`config.mk`:
```
export PLATFORM = sky130hd
export DESIGN_NAME = inst_decode_queue
export DESIGN_NICKNAME = d
export VERILOG_FILES = /design/src/rtl/inst_decode_queue.sv
export SDC_FILE = /design/constraint.sdc
export NUM_CORES = 2
export LEC_CHECK = 0
export CAP_MARGIN = 20
export CELL_PAD_IN_SITES_DETAIL_PLACEMENT = 1
export CELL_PAD_IN_SITES_GLOBAL_PLACEMENT = 1
export CORE_MARGIN = 4
export CORE_UTILIZATION = 25
export CTS_CLUSTER_SIZE = 24
export DETAILED_ROUTE_END_ITERATION = 8
export GPL_TIMING_DRIVEN = 0
export PLACE_DENSITY = 0.46
export SLEW_MARGIN = 20
export SYNTH_ARGS = -nofsm -noshare
export SYNTH_HDL_FRONTEND = slang
export SYNTH_SLANG_ARGS = --single-unit
```
`constraint.sdc`:
```
create_clock -name clk -period 23.3 [get_ports clk]
set_input_delay 6.99 -clock clk [delete_from_list [all_inputs] [get_ports clk]]
set_output_delay 6.99 -clock clk [all_outputs]
set_load 0.005 [all_outputs]
```
`src/rtl/inst_decode_queue.sv`:
```
`default_nettype none
// ============================================================================
// inst_decode_queue - circular fetch/issue buffer with per-slot decode and
// dual-issue pairing. Optional macro: DECODE_QUEUE_PERF_EN (issue counters).
// Rev 1.0
// ============================================================================

module idq_decoder (
  input  logic [31:0] i_instr,
  output logic [7:0]  o_aluop,
  output logic        o_reg_wen,
  output logic [4:0]  o_reg_waddr,
  output logic [3:0]  o_branch_type,
  output logic        o_is_link_pc8,
  output logic        o_is_only_master,
  output logic        o_is_hilo_accessed,
  output logic        o_mem_en,
  output logic        o_spec_inst,
  output logic        o_eret_inst,
  output logic        o_undefined_inst
);
  localparam logic [3:0] c_BT_NOP    = 4'd0;
  localparam logic [3:0] c_BT_BEQ    = 4'd1;
  localparam logic [3:0] c_BT_BNE    = 4'd2;
  localparam logic [3:0] c_BT_BLEZ   = 4'd3;
  localparam logic [3:0] c_BT_BGTZ   = 4'd4;
  localparam logic [3:0] c_BT_BLTZ   = 4'd5;
  localparam logic [3:0] c_BT_BGEZ   = 4'd6;
  localparam logic [3:0] c_BT_BLTZAL = 4'd7;
  localparam logic [3:0] c_BT_BGEZAL = 4'd8;
  localparam logic [3:0] c_BT_J      = 4'd9;
  localparam logic [3:0] c_BT_JAL    = 4'd10;
  localparam logic [3:0] c_BT_JR     = 4'd11;
  localparam logic [3:0] c_BT_JALR   = 4'd12;

  logic [5:0] w_op;
  logic [5:0] w_funct;
  logic [4:0] w_rs;
  logic [4:0] w_rt;
  logic [4:0] w_rd;

  assign w_op    = i_instr[31:26];
  assign w_rs    = i_instr[25:21];
  assign w_rt    = i_instr[20:16];
  assign w_rd    = i_instr[15:11];
  assign w_funct = i_instr[5:0];

  always_comb begin
    o_aluop            = 8'h00;
    o_reg_wen          = 1'b0;
    o_reg_waddr        = 5'd0;
    o_branch_type      = c_BT_NOP;
    o_is_link_pc8      = 1'b0;
    o_is_only_master   = 1'b0;
    o_is_hilo_accessed = 1'b0;
    o_mem_en           = 1'b0;
    o_spec_inst        = 1'b0;
    o_eret_inst        = 1'b0;
    o_undefined_inst   = 1'b0;
    case (w_op)
      6'h00: begin
        o_aluop = {2'b01, w_funct};
        case (w_funct)
          6'h00, 6'h02, 6'h03, 6'h04, 6'h06, 6'h07,
          6'h20, 6'h21, 6'h22, 6'h23, 6'h24, 6'h25,
          6'h26, 6'h27, 6'h2A, 6'h2B: begin
            o_reg_wen   = 1'b1;
            o_reg_waddr = w_rd;
          end
          6'h08: o_branch_type = c_BT_JR;
          6'h09: begin
            o_branch_type = c_BT_JALR;
            o_reg_wen     = 1'b1;
            o_reg_waddr   = w_rd;
            o_is_link_pc8 = 1'b1;
          end
          6'h0C, 6'h0D: o_spec_inst = 1'b1;
          6'h10, 6'h12: begin
            o_is_hilo_accessed = 1'b1;
            o_reg_wen          = 1'b1;
            o_reg_waddr        = w_rd;
          end
          6'h11, 6'h13: o_is_hilo_accessed = 1'b1;
          // Multi-cycle multiply/divide units sit on the master pipe only
          6'h18, 6'h19, 6'h1A, 6'h1B: begin
            o_is_hilo_accessed = 1'b1;
            o_is_only_master   = 1'b1;
          end
          default: begin
            o_aluop          = 8'h00;
            o_undefined_inst = 1'b1;
          end
        endcase
      end
      6'h01: begin
        o_aluop = {3'b110, w_rt};
        case (w_rt)
          5'h00: o_branch_type = c_BT_BLTZ;
          5'h01: o_branch_type = c_BT_BGEZ;
          5'h10, 5'h11: begin
            o_branch_type = (w_rt == 5'h10) ? c_BT_BLTZAL : c_BT_BGEZAL;
            o_reg_wen     = 1'b1;
            o_reg_waddr   = 5'd31;
            o_is_link_pc8 = 1'b1;
          end
          default: begin
            o_aluop          = 8'h00;
            o_undefined_inst = 1'b1;
          end
        endcase
      end
      6'h02: begin
        o_aluop       = {2'b10, w_op};
        o_branch_type = c_BT_J;
      end
      6'h03: begin
        o_aluop       = {2'b10, w_op};
        o_branch_type = c_BT_JAL;
        o_reg_wen     = 1'b1;
        o_reg_waddr   = 5'd31;
        o_is_link_pc8 = 1'b1;
      end
      6'h04, 6'h05, 6'h06, 6'h07: begin
        o_aluop = {2'b10, w_op};
        case (w_op[1:0])
          2'd0:    o_branch_type = c_BT_BEQ;
          2'd1:    o_branch_type = c_BT_BNE;
          2'd2:    o_branch_type = c_BT_BLEZ;
          default: o_branch_type = c_BT_BGTZ;
        endcase
      end
      6'h08, 6'h09, 6'h0A, 6'h0B, 6'h0C, 6'h0D, 6'h0E, 6'h0F: begin
        o_aluop     = {2'b10, w_op};
        o_reg_wen   = 1'b1;
        o_reg_waddr = w_rt;
      end
      6'h20, 6'h21, 6'h23, 6'h24, 6'h25: begin
        o_aluop     = {2'b10, w_op};
        o_mem_en    = 1'b1;
        o_reg_wen   = 1'b1;
        o_reg_waddr = w_rt;
      end
      6'h28, 6'h29, 6'h2B: begin
        o_aluop  = {2'b10, w_op};
        o_mem_en = 1'b1;
      end
      6'h10: begin
        o_aluop = {2'b10, w_op};
        if (i_instr == 32'h4200_0018) begin
          o_eret_inst      = 1'b1;
          o_is_only_master = 1'b1;
        end else if (w_rs == 5'h00) begin
          o_spec_inst      = 1'b1;
          o_is_only_master = 1'b1;
          o_reg_wen        = 1'b1;
          o_reg_waddr      = w_rt;
        end else if (w_rs == 5'h04) begin
          o_spec_inst      = 1'b1;
          o_is_only_master = 1'b1;
        end else begin
          o_aluop          = 8'h00;
          o_undefined_inst = 1'b1;
        end
      end
      default: o_undefined_inst = 1'b1;
    endcase
  end
endmodule

module inst_decode_queue #(
  parameter int DEPTH   = 16,
  parameter int FETCH_W = 2,
  parameter int ISSUE_W = 2
) (
  input  logic                   clk,
  input  logic                   resetn,
  input  logic                   flush,
  input  logic [FETCH_W-1:0]     in_valid,
  input  logic [32*FETCH_W-1:0]  in_instr,
  input  logic [32*FETCH_W-1:0]  in_pc,
  output logic                   in_ready,
  input  logic                   issue_ready,
  output logic [ISSUE_W-1:0]     out_valid,
  output logic [32*ISSUE_W-1:0]  out_instr,
  output logic [32*ISSUE_W-1:0]  out_pc,
  output logic [8*ISSUE_W-1:0]   out_aluop,
  output logic [5*ISSUE_W-1:0]   out_reg_waddr,
  output logic [4*ISSUE_W-1:0]   out_branch_type,
  output logic [31:0]            perf_dual_cnt,
  output logic [31:0]            perf_single_cnt
);
  localparam int              PTR_W     = $clog2(DEPTH);
  localparam int              CNT_W     = PTR_W + 1;
  localparam logic [CNT_W-1:0] c_DEPTH   = CNT_W'(DEPTH);
  localparam logic [CNT_W-1:0] c_FETCH_W = CNT_W'(FETCH_W);
  localparam logic [CNT_W-1:0] c_ONE     = CNT_W'(1);
  localparam logic [3:0]       c_BT_NOP  = 4'd0;

  logic [31:0]      r_instr [DEPTH];
  logic [31:0]      r_pc    [DEPTH];
  logic [PTR_W-1:0] r_rd_ptr;
  logic [PTR_W-1:0] r_wr_ptr;
  logic [CNT_W-1:0] r_count;

  logic             w_push;
  logic [CNT_W-1:0] w_push_cnt;
  logic [CNT_W-1:0] w_push_eff;
  logic [1:0]       w_n;

  logic [31:0] w_head_instr   [ISSUE_W];
  logic [31:0] w_head_pc      [ISSUE_W];
  logic [7:0]  w_aluop        [ISSUE_W];
  logic        w_reg_wen      [ISSUE_W];
  logic [4:0]  w_reg_waddr    [ISSUE_W];
  logic [3:0]  w_branch_type  [ISSUE_W];
  logic        w_link         [ISSUE_W];
  logic        w_only_master  [ISSUE_W];
  logic        w_hilo         [ISSUE_W];
  logic        w_mem_en       [ISSUE_W];
  logic        w_spec         [ISSUE_W];
  logic        w_eret         [ISSUE_W];
  logic        w_undef        [ISSUE_W];

  assign in_ready   = (c_DEPTH - r_count) >= c_FETCH_W;
  assign w_push     = in_valid[0] && in_ready && !flush;
  assign w_push_eff = w_push ? w_push_cnt : '0;

  always_comb begin
    w_push_cnt = '0;
    for (int i = 0; i < FETCH_W; i++) begin
      w_push_cnt = w_push_cnt + CNT_W'(in_valid[i]);
    end
  end

  always_ff @(posedge clk) begin
    if (w_push) begin
      for (int i = 0; i < FETCH_W; i++) begin
        if (in_valid[i]) begin
          r_instr[r_wr_ptr + PTR_W'(i)] <= in_instr[32*i +: 32];
          r_pc[r_wr_ptr + PTR_W'(i)]    <= in_pc[32*i +: 32];
        end
      end
    end
  end

  always_ff @(posedge clk or negedge resetn) begin
    if (!resetn) begin
      r_rd_ptr <= '0;
      r_wr_ptr <= '0;
      r_count  <= '0;
    end else if (flush) begin
      r_rd_ptr <= '0;
      r_wr_ptr <= '0;
      r_count  <= '0;
    end else begin
      r_rd_ptr <= r_rd_ptr + PTR_W'(w_n);
      if (w_push) begin
        r_wr_ptr <= r_wr_ptr + w_push_cnt[PTR_W-1:0];
      end
      r_count <= r_count + w_push_eff - CNT_W'(w_n);
    end
  end

  genvar s;
  generate
    for (s = 0; s < ISSUE_W; s++) begin : g_slot
      assign w_head_instr[s] = r_instr[r_rd_ptr + PTR_W'(s)];
      assign w_head_pc[s]    = r_pc[r_rd_ptr + PTR_W'(s)];

      idq_decoder u_dec (
        .i_instr            (w_head_instr[s]),
        .o_aluop            (w_aluop[s]),
        .o_reg_wen          (w_reg_wen[s]),
        .o_reg_waddr        (w_reg_waddr[s]),
        .o_branch_type      (w_branch_type[s]),
        .o_is_link_pc8      (w_link[s]),
        .o_is_only_master   (w_only_master[s]),
        .o_is_hilo_accessed (w_hilo[s]),
        .o_mem_en           (w_mem_en[s]),
        .o_spec_inst        (w_spec[s]),
        .o_eret_inst        (w_eret[s]),
        .o_undefined_inst   (w_undef[s])
      );

      assign out_valid[s]             = (w_n > 2'(s));
      assign out_instr[32*s +: 32]    = w_head_instr[s];
      assign out_pc[32*s +: 32]       = w_head_pc[s];
      assign out_aluop[8*s +: 8]      = w_aluop[s];
      assign out_reg_waddr[5*s +: 5]  = w_reg_waddr[s];
      assign out_branch_type[4*s +: 4] = w_branch_type[s];
    end

    if (ISSUE_W == 2) begin : g_dual
      logic w_raw;

      assign w_raw = w_reg_wen[0] && (w_reg_waddr[0] != 5'd0) &&
                     ((w_reg_waddr[0] == w_head_instr[1][25:21]) ||
                      (w_reg_waddr[0] == w_head_instr[1][20:16]));

      always_comb begin
        w_n = 2'd0;
        if (flush || !issue_ready || (r_count == '0)) begin
          w_n = 2'd0;
        end else if (w_branch_type[0] != c_BT_NOP) begin
          // A branch never leaves without its delay slot; only a link write
          // consumed by that delay slot splits the pair.
          if (r_count == c_ONE) begin
            w_n = 2'd0;
          end else if (w_link[0] && w_raw) begin
            w_n = 2'd1;
          end else begin
            w_n = 2'd2;
          end
        end else if ((r_count == c_ONE) || w_only_master[1] ||
                     (w_branch_type[1] != c_BT_NOP) || w_raw ||
                     (w_hilo[0] && w_hilo[1]) || (w_mem_en[0] && w_mem_en[1]) ||
                     w_spec[0] || w_spec[1] || w_eret[0] || w_eret[1] ||
                     w_undef[0] || w_undef[1]) begin
          w_n = 2'd1;
        end else begin
          w_n = 2'd2;
        end
      end
    end else begin : g_single
      always_comb begin
        w_n = 2'd0;
        if (flush || !issue_ready || (r_count == '0)) begin
          w_n = 2'd0;
        end else if ((w_branch_type[0] != c_BT_NOP) && (r_count == c_ONE)) begin
          w_n = 2'd0;
        end else begin
          w_n = 2'd1;
        end
      end
    end
  endgenerate

`ifdef DECODE_QUEUE_PERF_EN
  logic [31:0] r_perf_dual;
  logic [31:0] r_perf_single;

  always_ff @(posedge clk or negedge resetn) begin
    if (!resetn) begin
      r_perf_dual   <= '0;
      r_perf_single <= '0;
    end else begin
      if ((w_n == 2'd2) && (r_perf_dual != 32'hFFFF_FFFF)) begin
        r_perf_dual <= r_perf_dual + 32'd1;
      end
      if ((w_n == 2'd1) && (r_perf_single != 32'hFFFF_FFFF)) begin
        r_perf_single <= r_perf_single + 32'd1;
      end
    end
  end

  assign perf_dual_cnt   = r_perf_dual;
  assign perf_single_cnt = r_perf_single;
`else
  assign perf_dual_cnt   = 32'd0;
  assign perf_single_cnt = 32'd0;
`endif

endmodule
`default_nettype wire

```
==> flow_summary.json <==
{
  "place_congestion": 0.817,
  "grt_use_total": 0.223,
  "clock_path_buffers": 3,
  "initial_core_util": 0.252,
  "dr.pass1.iters": 7,
  "row_count": 183,
  "cts_resized": 0,
  "ys_seq_elements": 1037,
  "cts_buffers": 135,
  "criticalPathCategory": "reg -> out",
  "die_h_um": 510,
  "synthArstFlopShare": 0.0125,
  "synth_ff_type": "edfxtp_1",
  "worst_slack_ps": 6170,
  "ant_nets": 0,
  "dieArea_um2": 260000,
  "setup_viol": 0,
  "place_hpwl_mm": 213,
  "grt_pass1_vias": 43800,
  "finalWirelength_mm": 294,
  "initialDrtViolationCount": 4115,
  "powerDensity_nw_per_um2": 112,
  "critPathArrivalTime_ps": 10140,
  "ys_warn_count": 0,
  "max_freq_mhz": 58.4,
  "cts_hold_buf": 0,
  "die_w_um": 510,
  "cap_violations": 0,
  "grt_max_degree": 17,
  "fin_crit_ps": 17130,
  "status": "completed",
  "cts_tree": "done",
  "final_cell_mix": "mux2_2, edfxtp_1, mux4_2",
  "yosysSeqAreaShare": 0.494,
  "cts_setup_buffers": 0,
  "hold_viol": 0,
  "multi_input_area_um2": 29700,
  "post-place-ws_ps": 6740,
  "crit_path_max_fanout": 10,
  "syn-cell-area_um2": 62900,
  "wire_per_inst_um": 37.5,
  "htreeDepth": 4,
  "slowest_stage": "clkbuf_1",
  "syn_inst": 3775,
  "fin_skew_ps": 40.9,
  "vias_per_cell": 5.28,
  "hp-class": "reg -> reg",
  "cp-end-kind": "primary output",
  "cts_root_buf": "clkbuf_16",
  "cp.required_ps": 16310,
  "grtUsageMet2": 0.369,
  "antenna_found_initial": 45,
  "vias": 41300,
  "overflow": 0,
  "fin_tns_setup_ps": 0,
  "drive_gt1_frac": 0.497,
  "final_common_cell": "mux2_2",
  "fin_total_pwr_uw": 8670,
  "place.port_buffers": 297,
  "slew-limit-headroom": 0.150,
  "cts_sinks": 1037,
  "syn_to_final_growth_pct": 22.9,
  "drc_errors": 0,
  "use_met3": 0.0424,
  "synth_cell_types": 102,
  "synth.avg_cell_area_um2": 16.7,
  "slowest_delay_ps": 880,
  "synth_edf_count": 1024,
  "grt_pass1_wl_mm": 396,
  "pin_count": 363,
  "ir_worst_vdd_mv": 0.0869,
  "clk_latency_ps": 800,
  "fin_crit_sh": 0.735,
  "worst_path_most_repeated_cell": "buf_2",
  "rsz0062_at_grt": "false",
  "core_um2": 250000,
  "num-fill-cells": 25800,
  "regArea_um2": 31100,
  "use_met1": 0.298,
  "p_leak_uw": 0.0245,
  "busiest_layer": "met2",
  "startpoint_type": "flip-flop",
  "nNetsFinal": 4544,
  "worst_slew_pin_slew_ps": 1280,
  "slew_violations": 0,
  "clk_pin_slew_ps": 60
}
-- kinds of logic (layout without fill, tap and decap cells) --
kind of cell    after synthesis  in the layout  synth area share
xor+xnor                     15             15           0.00239
simple gates                320            320            0.0268
compound gates              165            165            0.0186
mux                        1708           1708             0.412
fa+ha+maj                    28             28           0.00605
buf+inv                     501           1139            0.0403
flops                      1037           1037             0.494
other cells                   1             84         0.0000596
-- sequential cells by signal, summed over array words and instances, names as in the netlist --
name and count:
r_pc 512, r_instr 512, r_rd_ptr 4, r_wr_ptr 4, r_count 5
-- cell usage after synthesis, types with 24 or more instances --
library cell / number / area [µm²]
o21ai_0: 24 / 120
ha_1: 24 / 300
inv_1: 36 / 135
mux4_2: 592 / 13300
a21oi_1: 39 / 195
mux2_2: 1047 / 11800
edfxtp_1: 1024 / 30700
nand3_1: 27 / 135
clkbuf_1: 286 / 1070
buf_4: 75 / 563
mux2i_1: 63 / 631
nand2_1: 80 / 300
buf_2: 50 / 250
nor2_1: 79 / 297
-- metrics by stage --
step                      cell area, µm²  instances   util  hold WS (ps)
after detailed placement           73200       7575  0.293           575
after CTS                          77200       7806  0.310           594
after floorplan                    63100       3838      -           531
final                              77300       7826  0.310           600
after global routing               77300       7815  0.310           635
after global placement             70300       7465  0.282           573
-- final timing paths --
check                      depth (start not counted)                      end  slack [ps]                     from
max                                               28             out_valid[1]        6170    r_rd_ptr[0]$_DFF_PN0_
min                                                2  r_wr_ptr[2]$_DFFE_PN0P_         600  r_wr_ptr[2]$_DFFE_PN0P_
max reg2reg                                       37     r_count[4]$_DFF_PN0_       12930    r_rd_ptr[0]$_DFF_PN0_
min reg2reg                                        2  r_wr_ptr[2]$_DFFE_PN0P_         600  r_wr_ptr[2]$_DFFE_PN0P_
max in group asynchronous                          1  r_wr_ptr[1]$_DFFE_PN0P_       16090                   resetn
min in group asynchronous                          1     r_count[3]$_DFF_PN0_        6670                   resetn
-- worst max-delay path: cells and delay by family (launching register included) --
family          cells  cell delay [ps]
compound gates      3              660
fa+ha+maj           1              280
buf+inv            14             5440
flops               1              460
mux                 2              600
simple gates        8             1810
-- final cells by class --
cell class,instances,share of cell area
Tap cell,3330,0.0539
Inverter,43,0.00209
Clock inverter,60,0.00573
Clock buffer,171,0.0467
Sequential cell,1037,0.402
Buffer,458,0.0320
Antenna cell,20,0.000647
Multi-Input combinational cell,2300,0.384
Timing Repair Buffer,407,0.0725
-- power breakdown --
| part | switching (µW) | internal, µW | total [µW] |
|---|---|---|---|
| clock network | 876 | 1140 | 2010 |
| logic | 2460 | 2040 | 4510 |
| registers | 34.6 | 2120 | 2160 |
| total | 3370 | 5300 | 8670 |
-- metal layers --
layer | part of all wire | vias to the layer above
li1 | - | 16700
met1 | 0.43 | 22600
met2 | 0.48 | 1579
met3 | 0.062 | 377
met4 | 0.028 | 20
met5 | 0.00048 | -
(Power assumes the default switching activity.)
